<file path="config.mk">
export PLATFORM = sky130hd
export DESIGN_NAME = wb_arbiter_flat
export DESIGN_NICKNAME = d
export VERILOG_FILES = /design/src/rtl/wb_arbiter_pkg.sv /design/src/rtl/wb_arbiter_if.sv /design/src/rtl/wb_arbiter_fifo.sv /design/src/rtl/wb_arbiter.sv /design/src/flat_wrapper.sv
export SDC_FILE = /design/constraint.sdc
export NUM_CORES = 1
export LEC_CHECK = 0
export ABC_AREA = 0
export ABC_CLOCK_PERIOD_IN_PS = 6650
export CAP_MARGIN = 15
export CORE_MARGIN = 2
export CORE_UTILIZATION = 61
export CTS_CLUSTER_SIZE = 8
export DETAILED_ROUTE_END_ITERATION = 16
export DONT_BUFFER_PORTS = 1
export PLACE_DENSITY = 0.77
export SYNTH_ARGS = -nofsm -noshare
export SYNTH_HDL_FRONTEND = slang
export SYNTH_SLANG_ARGS = --single-unit
</file>
<file path="constraint.sdc">
create_clock -name clk -period 6.65 [get_ports clk]
set_input_delay 1.33 -clock clk [delete_from_list [all_inputs] [get_ports clk]]
set_output_delay 1.33 -clock clk [all_outputs]
set_load 0.005 [all_outputs]
</file>
<file path="src/rtl/wb_arbiter_pkg.sv">
// -----------------------------------------------------------------------------
// wb_arbiter_pkg
// Shared types and constants for the writeback arbiter: register-file field
// widths, the buffered result entry, source index constants and a priority
// helper that returns the highest set bit of a source mask.
// -----------------------------------------------------------------------------
package wb_arbiter_pkg;

    localparam int NUM_SRC     = 3;
    localparam int REG_ADDR_W  = 5;
    localparam int REG_DATA_W  = 32;
    localparam int PC_WIDTH    = 32;
    localparam int XCPT_ADDR_W = 32;

    // Source indices double as static priority: a higher index wins.
    localparam int WB_SRC_ALU = 0;
    localparam int WB_SRC_MUL = 1;
    localparam int WB_SRC_MEM = 2;

    localparam int SRC_W = (NUM_SRC > 1) ? $clog2(NUM_SRC) : 1;

    typedef logic [REG_ADDR_W-1:0]  reg_addr_t;
    typedef logic [REG_DATA_W-1:0]  reg_data_t;
    typedef logic [PC_WIDTH-1:0]    pc_t;
    typedef logic [XCPT_ADDR_W-1:0] xcpt_addr_t;
    typedef logic [SRC_W-1:0]       src_idx_t;

    typedef struct packed {
        reg_addr_t  dest;
        reg_data_t  data;
        logic       xcpt;
        pc_t        pc;
        xcpt_addr_t xaddr;
    } wb_entry_t;

    // Index of the highest set bit; 0 when the mask is empty, so callers
    // must qualify the result with |mask.
    function automatic src_idx_t highest_set(input logic [NUM_SRC-1:0] mask);
        src_idx_t idx;
        idx = '0;
        for (int i = 0; i < NUM_SRC; i++) begin
            if (mask[i]) idx = src_idx_t'(i);
        end
        return idx;
    endfunction

endpackage

</file>
<file path="src/rtl/wb_arbiter_if.sv">
// -----------------------------------------------------------------------------
// wb_arbiter_if
// Bundles the per-source result handshake and the register-file write /
// exception capture port.
//   master : execution sources + register file (drive src_*, observe outputs)
//   slave  : the arbiter (accepts src_*, drives src_ready and write port)
// -----------------------------------------------------------------------------
interface wb_arbiter_if;
    import wb_arbiter_pkg::*;

    // Source side
    logic [NUM_SRC-1:0] src_valid;
    logic [NUM_SRC-1:0] src_ready;
    reg_addr_t          src_dest  [NUM_SRC];
    reg_data_t          src_data  [NUM_SRC];
    logic [NUM_SRC-1:0] src_xcpt;
    pc_t                src_pc    [NUM_SRC];
    xcpt_addr_t         src_xaddr [NUM_SRC];

    // Register-file write and exception capture side
    logic       writeEn;
    reg_addr_t  dest_addr;
    reg_data_t  writeVal;
    logic       xcpt_valid;
    pc_t        rmPC;
    xcpt_addr_t rmAddr;

    modport master (
        output src_valid, src_dest, src_data, src_xcpt, src_pc, src_xaddr,
        input  src_ready, writeEn, dest_addr, writeVal, xcpt_valid, rmPC, rmAddr
    );

    modport slave (
        input  src_valid, src_dest, src_data, src_xcpt, src_pc, src_xaddr,
        output src_ready, writeEn, dest_addr, writeVal, xcpt_valid, rmPC, rmAddr
    );

endinterface

</file>
<file path="src/rtl/wb_arbiter_fifo.sv">
// -----------------------------------------------------------------------------
// wb_fifo
// Synchronous FIFO of wb_entry_t with push, pop and synchronous flush.
//   clk, rst_n  : clock, asynchronous active-low reset
//   flush_i     : empties the FIFO; push/pop in the same cycle are ignored
//   push_i      : write wdata_i at the tail
//   pop_i       : drop the head (ignored when empty)
//   wdata_i     : entry to push
//   rdata_o     : current head entry (valid when empty_o==0)
//   count_o     : occupancy, 0..DEPTH
//   empty_o     : count_o == 0
// Simultaneous push and pop leave the count unchanged, including when full.
// -----------------------------------------------------------------------------
module wb_fifo
    import wb_arbiter_pkg::*;
#(
    parameter int DEPTH = 2
) (
    input  logic                   clk,
    input  logic                   rst_n,
    input  logic                   flush_i,
    input  logic                   push_i,
    input  logic                   pop_i,
    input  wb_entry_t              wdata_i,
    output wb_entry_t              rdata_o,
    output logic [$clog2(DEPTH):0] count_o,
    output logic                   empty_o
);

    localparam int PTR_W = $clog2(DEPTH);

    wb_entry_t        mem_q [DEPTH];
    logic [PTR_W-1:0] wr_ptr_q, rd_ptr_q;
    logic [PTR_W:0]   count_q;

    logic do_push, do_pop, full;

    assign empty_o = (count_q == '0);
    assign full    = (count_q == (PTR_W+1)'(DEPTH));
    assign do_push = push_i & ~flush_i;
    assign do_pop  = pop_i & ~flush_i & ~empty_o;

    // NOTE: sequential state uses non-blocking assignments so every flop
    // samples pre-edge values regardless of block ordering.
    always_ff @(posedge clk or negedge rst_n) begin
        if (!rst_n) begin
            wr_ptr_q <= '0;
            rd_ptr_q <= '0;
            count_q  <= '0;
        end else if (flush_i) begin
            wr_ptr_q <= '0;
            rd_ptr_q <= '0;
            count_q  <= '0;
        end else begin
            // Pointers are exactly log2(DEPTH) bits, so they wrap on their own.
            if (do_push) wr_ptr_q <= wr_ptr_q + PTR_W'(1);
            if (do_pop)  rd_ptr_q <= rd_ptr_q + PTR_W'(1);
            count_q <= count_q + (PTR_W+1)'(do_push) - (PTR_W+1)'(do_pop);
        end
    end

    // NOTE: storage is deliberately not reset; count_q alone decides which
    // entries are meaningful, so resetting the array would only add muxes.
    always_ff @(posedge clk) begin
        if (do_push) mem_q[wr_ptr_q] <= wdata_i;
    end

    // Overflow guard: a push into a full FIFO is only legal alongside a pop.
    always_ff @(posedge clk) begin
        if (rst_n) begin
            assert (!(do_push && full && !do_pop));
        end
    end

    assign rdata_o = mem_q[rd_ptr_q];
    assign count_o = count_q;

endmodule

</file>
<file path="src/rtl/wb_arbiter.sv">
// -----------------------------------------------------------------------------
// wb_arbiter
// Writeback stage in front of the register file. Each execution source
// (ALU, MUL, MEM) feeds its own wb_fifo; one head is granted per cycle and
// registered onto the register-file write port or the exception capture port.
//   clk, rst_n : clock, asynchronous active-low reset
//   flush_i    : synchronous pipeline flush, discards all buffered results
//   bus_io     : wb_arbiter_if.slave -- source handshakes in, write port out
// Priority is static (highest index wins) except that a source which has
// lost STARVE_LIMIT consecutive arbitrations while non-empty is forced in.
// -----------------------------------------------------------------------------
module wb_arbiter
    import wb_arbiter_pkg::*;
#(
    parameter int FIFO_DEPTH   = 2,
    parameter int STARVE_LIMIT = 8
) (
    input  logic          clk,
    input  logic          rst_n,
    input  logic          flush_i,
    wb_arbiter_if.slave   bus_io
);

    localparam int CNT_W    = $clog2(FIFO_DEPTH) + 1;
    localparam int STARVE_W = $clog2(STARVE_LIMIT + 1);

    // ---------------------------------------------------------------- FIFOs
    wb_entry_t          wdata [NUM_SRC];
    wb_entry_t          head  [NUM_SRC];
    logic [CNT_W-1:0]   count [NUM_SRC];
    logic [NUM_SRC-1:0] empty, ready, push, pop;

    // NOTE: every combinational output gets a default before any branch so
    // no path leaves it unassigned and no latch is inferred.
    always_comb begin
        for (int i = 0; i < NUM_SRC; i++) begin
            wdata[i] = '{dest:  bus_io.src_dest[i],
                         data:  bus_io.src_data[i],
                         xcpt:  bus_io.src_xcpt[i],
                         pc:    bus_io.src_pc[i],
                         xaddr: bus_io.src_xaddr[i]};
            // Ready depends on occupancy only, never on src_valid.
            ready[i] = (count[i] < CNT_W'(FIFO_DEPTH));
            push[i]  = bus_io.src_valid[i] & ready[i];
        end
    end

    assign bus_io.src_ready = ready;

    for (genvar g = 0; g < NUM_SRC; g++) begin : g_src
        wb_fifo #(.DEPTH(FIFO_DEPTH)) u_fifo (
            .clk     (clk),
            .rst_n   (rst_n),
            .flush_i (flush_i),
            .push_i  (push[g]),
            .pop_i   (pop[g]),
            .wdata_i (wdata[g]),
            .rdata_o (head[g]),
            .count_o (count[g]),
            .empty_o (empty[g])
        );
    end

    // ---------------------------------------------------------- arbitration
    logic [STARVE_W-1:0] starve_cnt_q [NUM_SRC];
    logic [STARVE_W-1:0] starve_cnt_d [NUM_SRC];
    logic [NUM_SRC-1:0]  cand, starving;
    logic                grant_valid;
    src_idx_t            win_idx;
    wb_entry_t           win_entry;

    always_comb begin
        cand     = ~empty;
        starving = '0;
        for (int i = 0; i < NUM_SRC; i++) begin
            starving[i] = cand[i] && (starve_cnt_q[i] == STARVE_W'(STARVE_LIMIT));
        end

        // Flush suppresses the grant so nothing reaches the write port.
        grant_valid = (|cand) && !flush_i;
        win_idx     = (|starving) ? highest_set(starving) : highest_set(cand);
        win_entry   = head[win_idx];

        pop = '0;
        for (int i = 0; i < NUM_SRC; i++) begin
            pop[i] = grant_valid && (win_idx == src_idx_t'(i));
        end

        for (int i = 0; i < NUM_SRC; i++) begin
            if (flush_i || !cand[i] || pop[i]) begin
                starve_cnt_d[i] = '0;
            end else if (starve_cnt_q[i] != STARVE_W'(STARVE_LIMIT)) begin
                starve_cnt_d[i] = starve_cnt_q[i] + STARVE_W'(1);
            end else begin
                starve_cnt_d[i] = starve_cnt_q[i];
            end
        end
    end

    always_ff @(posedge clk or negedge rst_n) begin
        if (!rst_n) begin
            for (int i = 0; i < NUM_SRC; i++) starve_cnt_q[i] <= '0;
        end else begin
            for (int i = 0; i < NUM_SRC; i++) starve_cnt_q[i] <= starve_cnt_d[i];
        end
    end

    // ------------------------------------------------------ output register
    logic       write_en_q,   write_en_d;
    reg_addr_t  dest_addr_q,  dest_addr_d;
    reg_data_t  write_val_q,  write_val_d;
    logic       xcpt_valid_q, xcpt_valid_d;
    pc_t        rm_pc_q,      rm_pc_d;
    xcpt_addr_t rm_addr_q,    rm_addr_d;

    // Strobes fall every cycle; address/data fields hold until overwritten.
    always_comb begin
        write_en_d   = 1'b0;
        xcpt_valid_d = 1'b0;
        dest_addr_d  = dest_addr_q;
        write_val_d  = write_val_q;
        rm_pc_d      = rm_pc_q;
        rm_addr_d    = rm_addr_q;
        if (grant_valid) begin
            if (win_entry.xcpt) begin
                xcpt_valid_d = 1'b1;
                rm_pc_d      = win_entry.pc;
                rm_addr_d    = win_entry.xaddr;
            end else begin
                write_en_d  = 1'b1;
                dest_addr_d = win_entry.dest;
                write_val_d = win_entry.data;
            end
        end
    end

    always_ff @(posedge clk or negedge rst_n) begin
        if (!rst_n) begin
            write_en_q   <= 1'b0;
            dest_addr_q  <= '0;
            write_val_q  <= '0;
            xcpt_valid_q <= 1'b0;
            rm_pc_q      <= '0;
            rm_addr_q    <= '0;
        end else begin
            write_en_q   <= write_en_d;
            dest_addr_q  <= dest_addr_d;
            write_val_q  <= write_val_d;
            xcpt_valid_q <= xcpt_valid_d;
            rm_pc_q      <= rm_pc_d;
            rm_addr_q    <= rm_addr_d;
        end
    end

    assign bus_io.writeEn    = write_en_q;
    assign bus_io.dest_addr  = dest_addr_q;
    assign bus_io.writeVal   = write_val_q;
    assign bus_io.xcpt_valid = xcpt_valid_q;
    assign bus_io.rmPC       = rm_pc_q;
    assign bus_io.rmAddr     = rm_addr_q;

endmodule
</file>
<file path="src/flat_wrapper.sv">
// flat-port wrapper written by rule: the top's interface ports become plain ports
module wb_arbiter_flat import wb_arbiter_pkg::*;
#(
    parameter int FIFO_DEPTH   = 2,
    parameter int STARVE_LIMIT = 8
)
  (clk, rst_n, flush_i, bus_io_src_valid, bus_io_src_dest, bus_io_src_data, bus_io_src_xcpt, bus_io_src_pc, bus_io_src_xaddr, bus_io_src_ready, bus_io_writeEn, bus_io_dest_addr, bus_io_writeVal, bus_io_xcpt_valid, bus_io_rmPC, bus_io_rmAddr);
  wb_arbiter_if bus_io_i ();
  input  logic clk;
  input  logic rst_n;
  input  logic flush_i;
  input wire logic [$bits(bus_io_i.src_valid)-1:0] bus_io_src_valid;
  input wire logic [$bits(bus_io_i.src_dest)-1:0] bus_io_src_dest;
  input wire logic [$bits(bus_io_i.src_data)-1:0] bus_io_src_data;
  input wire logic [$bits(bus_io_i.src_xcpt)-1:0] bus_io_src_xcpt;
  input wire logic [$bits(bus_io_i.src_pc)-1:0] bus_io_src_pc;
  input wire logic [$bits(bus_io_i.src_xaddr)-1:0] bus_io_src_xaddr;
  output wire logic [$bits(bus_io_i.src_ready)-1:0] bus_io_src_ready;
  output wire logic [$bits(bus_io_i.writeEn)-1:0] bus_io_writeEn;
  output wire logic [$bits(bus_io_i.dest_addr)-1:0] bus_io_dest_addr;
  output wire logic [$bits(bus_io_i.writeVal)-1:0] bus_io_writeVal;
  output wire logic [$bits(bus_io_i.xcpt_valid)-1:0] bus_io_xcpt_valid;
  output wire logic [$bits(bus_io_i.rmPC)-1:0] bus_io_rmPC;
  output wire logic [$bits(bus_io_i.rmAddr)-1:0] bus_io_rmAddr;
  assign bus_io_i.src_valid = bus_io_src_valid;
  assign bus_io_i.src_dest = {>>{bus_io_src_dest}};
  assign bus_io_i.src_data = {>>{bus_io_src_data}};
  assign bus_io_i.src_xcpt = bus_io_src_xcpt;
  assign bus_io_i.src_pc = {>>{bus_io_src_pc}};
  assign bus_io_i.src_xaddr = {>>{bus_io_src_xaddr}};
  assign bus_io_src_ready = bus_io_i.src_ready;
  assign bus_io_writeEn = bus_io_i.writeEn;
  assign bus_io_dest_addr = bus_io_i.dest_addr;
  assign bus_io_writeVal = bus_io_i.writeVal;
  assign bus_io_xcpt_valid = bus_io_i.xcpt_valid;
  assign bus_io_rmPC = bus_io_i.rmPC;
  assign bus_io_rmAddr = bus_io_i.rmAddr;
  wb_arbiter #(.FIFO_DEPTH(FIFO_DEPTH), .STARVE_LIMIT(STARVE_LIMIT)) u_core (.clk(clk), .rst_n(rst_n), .flush_i(flush_i), .bus_io(bus_io_i));
endmodule
</file>
==> results.cfg, run 1 <==
[global_route]
track_usage_pct = 26.3
antenna_found_initial = 1
grt_pass1_vias = 15600
grt-ovfl-total = 0
grt_pass1_wl_um = 96400
grt_max_degree = 128

[floorplanning]
num_rows = 80
die_w_um = 223
io_pins = 418
coreArea_mm2 = 0.0474
dieArea_mm2 = 0.0496
initial_core_util_pct = 61.5
die_h_um = 223

[power_and_ir_drop]
ir_worst_vdd_v = 0.000371
p_leak_nw = 11.3
power_per_cell_area_mw_per_mm2 = 467

[timing]
timing.fmax_mhz = 252
period_share_pct = 59.8
hold_ws_ns = 0.396
relSlewSlack_pct = 23.2
hold_viol = 0
rsz0062_at_grt = no
drv_slew = 0
tightestPinTransition_ns = 1.15
layout_min_cycle_time_ns = 3.98
setup_viol = 0
tns_ns = 0
skew_ns = 0.0196

[detailed_routing]
final_antenna_net_count = 0
dr.pass1.iters = 5
num_vias = 14800
drt_iter0_markers = 1110
viasPerCell = 5.94
wl_per_cell_um = 26.0
drc_errors = 0
wirelength_um = 64900

[synthesis]
syn-num-nets = 2086
syn_inst = 1762
ys_seq_area_share_pct = 73.9
ys.warnings.count = 0
synth_seq_cells = 739
synth_area_mm2 = 0.0292
ys_types = 36
synth.avg_cell_area_um2 = 16.5

[cells_and_area]
ff_latch_area_mm2 = 0.0216
drive_above_1_share_pct = 7.81
layout_common_cells = edfxtp_1, mux2i_1, dfrtp_1
fin_area_mm2 = 0.0326
multi_input_area_mm2 = 0.00680
nFillCells = 3040
syn2layout_area_growth_pct = 11.9
nets = 2128
final_common_cell = edfxtp_1

[clock_network]
clock-sinks = 739
cts_buffers = 102
hold_buffers = 0
cts_max_path_buffers = 3
cts-root-buf = clkbuf_16
htreeDepth = 3
cts_tree = built
clk_latency_ns = 0.63
post_cts_buffers = 0
cts_resized = 0
clkTransAtPathRegs_ns = 0.05

[setup_path]
rr_worst_depth = 9
path_class = flop to flop
start_kind = flop
critPathMaxFanout = 56
cp-end-kind = flop
cp.required_ns = 7.17
regToRegStartpoint = u_core.starve_cnt_q[8]
startpoint = u_core.starve_cnt_q[8]
crit_arrival_ns = 4.50

[place]
routabilityCongestion = 0.821
dpl-instance-area_mm2 = 0.0298
io_buffers = 0
dp_hpwl_um = 39600

[status]
status = complete, no violations

[worst_hold_path]
hp-class = input port to async pin

[job]
drv_cap = 0
-- kinds of logic after synthesis --
family | synth area share, %
simple gates | 2.36
buf+inv | 2.98
mux | 17.5
compound gates | 2.14
fa+ha+maj | 0.515
xor+xnor | 0.601
flops | 73.9
-- layer usage --
| metal | wire (µm) | vias to the layer above | GRT usage [%] |
|---|---|---|---|
| li1 | - | 6612 | - |
| met1 | 25000 | 7466 | 32.5 |
| met2 | 31200 | 637 | 42.5 |
| met3 | 6720 | 129 | 9.96 |
| met4 | 1980 | 0 | 9.92 |
| met5 | 0 | - | 0 |
-- worst paths after layout --
kind / to / slack (ns)
setup / recovery: u_core.bus_io.rmAddr[16] / 2.67
max in group asynchronous: u_core.g_src[1].u_fifo.rd_ptr_q / 5.95
hold reg to reg: u_core.bus_io.writeVal[6] / 0.55
min in group clk: u_core.bus_io.writeVal[6] / 0.55
setup reg to reg: u_core.bus_io.rmAddr[16] / 2.67
hold / removal: u_core.bus_io.dest_addr[2] / 0.40
-- synthesized netlist by cell type --
library cell | instances | share of area [%]
and3_1 | 1 | 0.021
o221ai_1 | 2 | 0.060
o21ai_0 | 3 | 0.051
buf_6 | 8 | 0.31
xnor2_1 | 13 | 0.39
nor2_1 | 125 | 1.6
a211oi_1 | 1 | 0.026
and3b_1 | 1 | 0.030
nand2b_1 | 3 | 0.064
buf_2 | 19 | 0.33
buf_4 | 7 | 0.18
edfxtp_1 | 612 | 63
nand3b_2 | 1 | 0.039
nand2_1 | 8 | 0.10
mux2i_1 | 508 | 17
nor4_1 | 7 | 0.15
o22ai_2 | 1 | 0.043
a21oi_1 | 105 | 1.8
nor2_2 | 1 | 0.021
nand3_1 | 4 | 0.069
a2111oi_0 | 1 | 0.030
ha_1 | 12 | 0.51
nor2b_1 | 6 | 0.13
a31oi_1 | 2 | 0.043
nand3b_1 | 2 | 0.051
clkbuf_1 | 46 | 0.59
a21o_1 | 2 | 0.051
buf_1 | 5 | 0.064
mux2_2 | 1 | 0.039
nor2_4 | 1 | 0.039
dfrtp_1 | 127 | 11
a31o_2 | 1 | 0.030
nor3_1 | 1 | 0.017
or3_1 | 1 | 0.021
inv_1 | 117 | 1.5
xor2_1 | 7 | 0.21
-- final cells by class --
type                    instances  share of cell area (%)
diodes                          2                  0.0153
clock buffers                 180                    8.78
clock inverters                 2                  0.0498
inverters                     117                    1.35
multi-input cells             821                    20.8
flip-flops and latches        739                    66.1
well taps                     615                    2.36
repair buffers                 23                   0.529
-- sequential cells by signal, summed over array words and instances (netlist names) --
| name | flops |
|---|---|
| u_core.bus_io.writeEn | 1 |
| u_core.g_src.u_fifo.mem_q | 612 |
| u_core.bus_io.dest_addr | 5 |
| u_core.bus_io.xcpt_valid | 1 |
| u_core.starve_cnt_q | 12 |
| u_core.g_src.u_fifo.count_o | 6 |
| u_core.bus_io.rmPC | 32 |
| u_core.g_src.u_fifo.rd_ptr_q | 3 |
| u_core.bus_io.writeVal | 32 |
| u_core.bus_io.rmAddr | 32 |
| u_core.g_src.u_fifo.wr_ptr_q | 3 |
-- per-stage QoR --
step | utilization (%) | setup slack, ns | total power, mW | std cells
final | 68.8 | 2.67 | 15.2 | 2499
after global routing | 68.8 | 2.45 | 15.9 | 2499
after CTS | 68.8 | 2.63 | 15.3 | 2497
after detailed placement | 62.7 | 2.67 | 10.6 | 2315
after global placement | 62.7 | 2.93 | 10.5 | 2315
after floorplan | - | 0.183 | 9.61 | 1762
-- worst max-delay path, stage by stage, from the launching register on --
cell and delay [ns]:
dfrtp_1 0.42, inv_1 0.09, ha_1 0.16, nand3b_1 0.23
o22ai_2 0.24, a21o_4 0.54, a31oi_1 0.32, nor2_4 0.58
buf_4 0.84, mux2i_1 0.33
-- report_power, final --
part           total [mW]  internal [mW]  switching, mW
clock                4.67           2.87           1.81
combinational        4.14           1.67           2.47
sequential           6.42           5.83          0.594
total                15.2           10.4           4.87
Power figures use the tool's default switching activity.
==> run 2, diff against run 1 <==
--- a/config.mk
+++ b/config.mk
@@ -6,7 +6,7 @@
 export NUM_CORES = 1
 export LEC_CHECK = 0
 export ABC_AREA = 0
-export ABC_CLOCK_PERIOD_IN_PS = 6650
+export ABC_CLOCK_PERIOD_IN_PS = 4000
 export CAP_MARGIN = 15
 export CORE_MARGIN = 2
 export CORE_UTILIZATION = 61
==> constraint.sdc (replaced) <==
create_clock -name clk -period 4 [get_ports clk]
set_input_delay 0.8 -clock clk [delete_from_list [all_inputs] [get_ports clk]]
set_output_delay 0.8 -clock clk [all_outputs]
set_load 0.005 [all_outputs]
==> results.cfg, run 2 (same netlist as run 1, synthesis figures left out) <==
[cells_and_area]
ff_latch_area_mm2 = 0.0216
drive_above_1_share_pct = 7.97
final_common_cell = edfxtp_1
final_core_util_pct = 69.1
nFillCells = 3035
layout_common_cells = edfxtp_1, mux2i_1, dfrtp_1
nets = 2126
largest_reg_flops = 612
multi_input_area_mm2 = 0.00680
syn2layout_area_growth_pct = 12.5
top_register = u_core.g_src.u_fifo.mem_q

[place]
dp_hpwl_um = 37000
io_buffers = 0
routabilityCongestion = 0.839
dp_slack_ns = 0.447

[floorplanning]
dieArea_mm2 = 0.0496
coreArea_mm2 = 0.0474
io_pins = 418
initial_core_util_pct = 61.5
num_rows = 80
die_h_um = 223
die_w_um = 223

[detailed_routing]
num_vias = 15000
dr.pass1.iters = 5
viasPerCell = 6.00
drt_iter0_markers = 1116
drc_errors = 0
final_antenna_net_count = 0
wl_per_cell_um = 26.7
wirelength_um = 66600

[clock_network]
htreeDepth = 3
cts_resized = 0
clock-sinks = 739
post_cts_buffers = 0
clkTransAtPathRegs_ns = 0.05
cts_tree = built
cts-root-buf = clkbuf_16
cts_buffers = 102
hold_buffers = 1
clk_latency_ns = 0.64
cts_max_path_buffers = 3

[timing]
timing.fmax_mhz = 271
layout_min_cycle_time_ns = 3.69
rsz0062_at_grt = no
setup_viol = 0
hold_viol = 0
relSlewSlack_pct = 22.3
period_share_pct = 92.3
setup_slack_ns = 0.306
tns_ns = 0
skew_ns = 0.0263
drv_slew = 0
tightestPinTransition_ns = 1.17

[setup_path]
cp_cell_sequence = inv_1 > ha_1 > nand3b_1 > o22ai_2 > a211oi_1 > a31oi_1 > nor2_4 > buf_4 > mux2i_1
crit_family = simple AND/OR/NAND/NOR gates
path_buf_inv = 2
critPathMaxFanout = 45
cp.required_ns = 4.52
slowest_delay_ns = 0.83
cpMaxStageDelayCell = buf_4
path_class = flop to flop
cp-end-kind = flop
crit_arrival_ns = 4.22
start_kind = flop

[status]
status = complete, no violations

[global_route]
grt-ovfl-total = 0
grt_pass1_vias = 16000
grt_pass1_wl_um = 98000
grt_max_degree = 205
antenna_found_initial = 3
track_usage_pct = 26.9

[worst_hold_path]
hp-class = input port to async pin

[power_and_ir_drop]
total_power_mw = 25.7
ir_worst_vdd_v = 0.000947
power_per_cell_area_mw_per_mm2 = 783
p_leak_nw = 11.4

[job]
drv_cap = 0
[run 2: layer usage]
metal / part of all wire (%) / up-vias / GRT usage (%)
met3: 10 / 141 / 10.7
met2: 50 / 631 / 44.6
met4: 2.8 / 4 / 10.1
met5: 0.047 / - / 0
met1: 37 / 7593 / 31.8
li1: - / 6628 / -
[run 2: layout make-up]
| cell class | instances | area share, % |
|---|---|---|
| clock inverter | 4 | 0.118 |
| multi-input combinational | 821 | 20.7 |
| tap | 615 | 2.35 |
| antenna | 2 | 0.0153 |
| inverter | 117 | 1.34 |
| sequential | 739 | 65.7 |
| clock buffer | 179 | 8.92 |
| timing repair buffer | 21 | 0.770 |
[run 2: worst paths after layout]
path | depth (start not counted) | from | slack (ns) | to
setup / recovery | 9 | u_core.starve_cnt_q[8] | 0.31 | u_core.bus_io.rmAddr[29]
hold / removal | 1 | rst_n | 0.13 | u_core.bus_io.writeVal[11]
setup reg to reg | 9 | u_core.starve_cnt_q[8] | 0.31 | u_core.bus_io.rmAddr[29]
hold reg to reg | 2 | u_core.bus_io.rmPC[21] | 0.55 | u_core.bus_io.rmPC[21]
max in group asynchronous | 1 | rst_n | 3.10 | u_core.g_src[0].u_fifo.rd_ptr_q
min in group clk | 1 | flush_i | 0.22 | u_core.g_src[2].u_fifo.count_o[1]
[run 2: where the power goes]
part           switching, mW  internal (mW)  total, mW  leakage [nW]
Clock                   3.07           4.88       7.95          1.41
Sequential             0.823           9.70       10.5          7.14
Combinational           4.36           2.86       7.21          2.85
[run 2: stage by stage]
step / area, µm² / std cells / hold WS, ns
4_1_cts: 32800 / 2496 / 0.169
2_1_floorplan: 29200 / 1762 / 0.504
3_3_place_gp: 29800 / 2312 / 0.513
5_1_grt: 32800 / 2498 / 0.188
6_report: 32800 / 2498 / 0.131
3_5_place_dp: 29800 / 2312 / 0.513
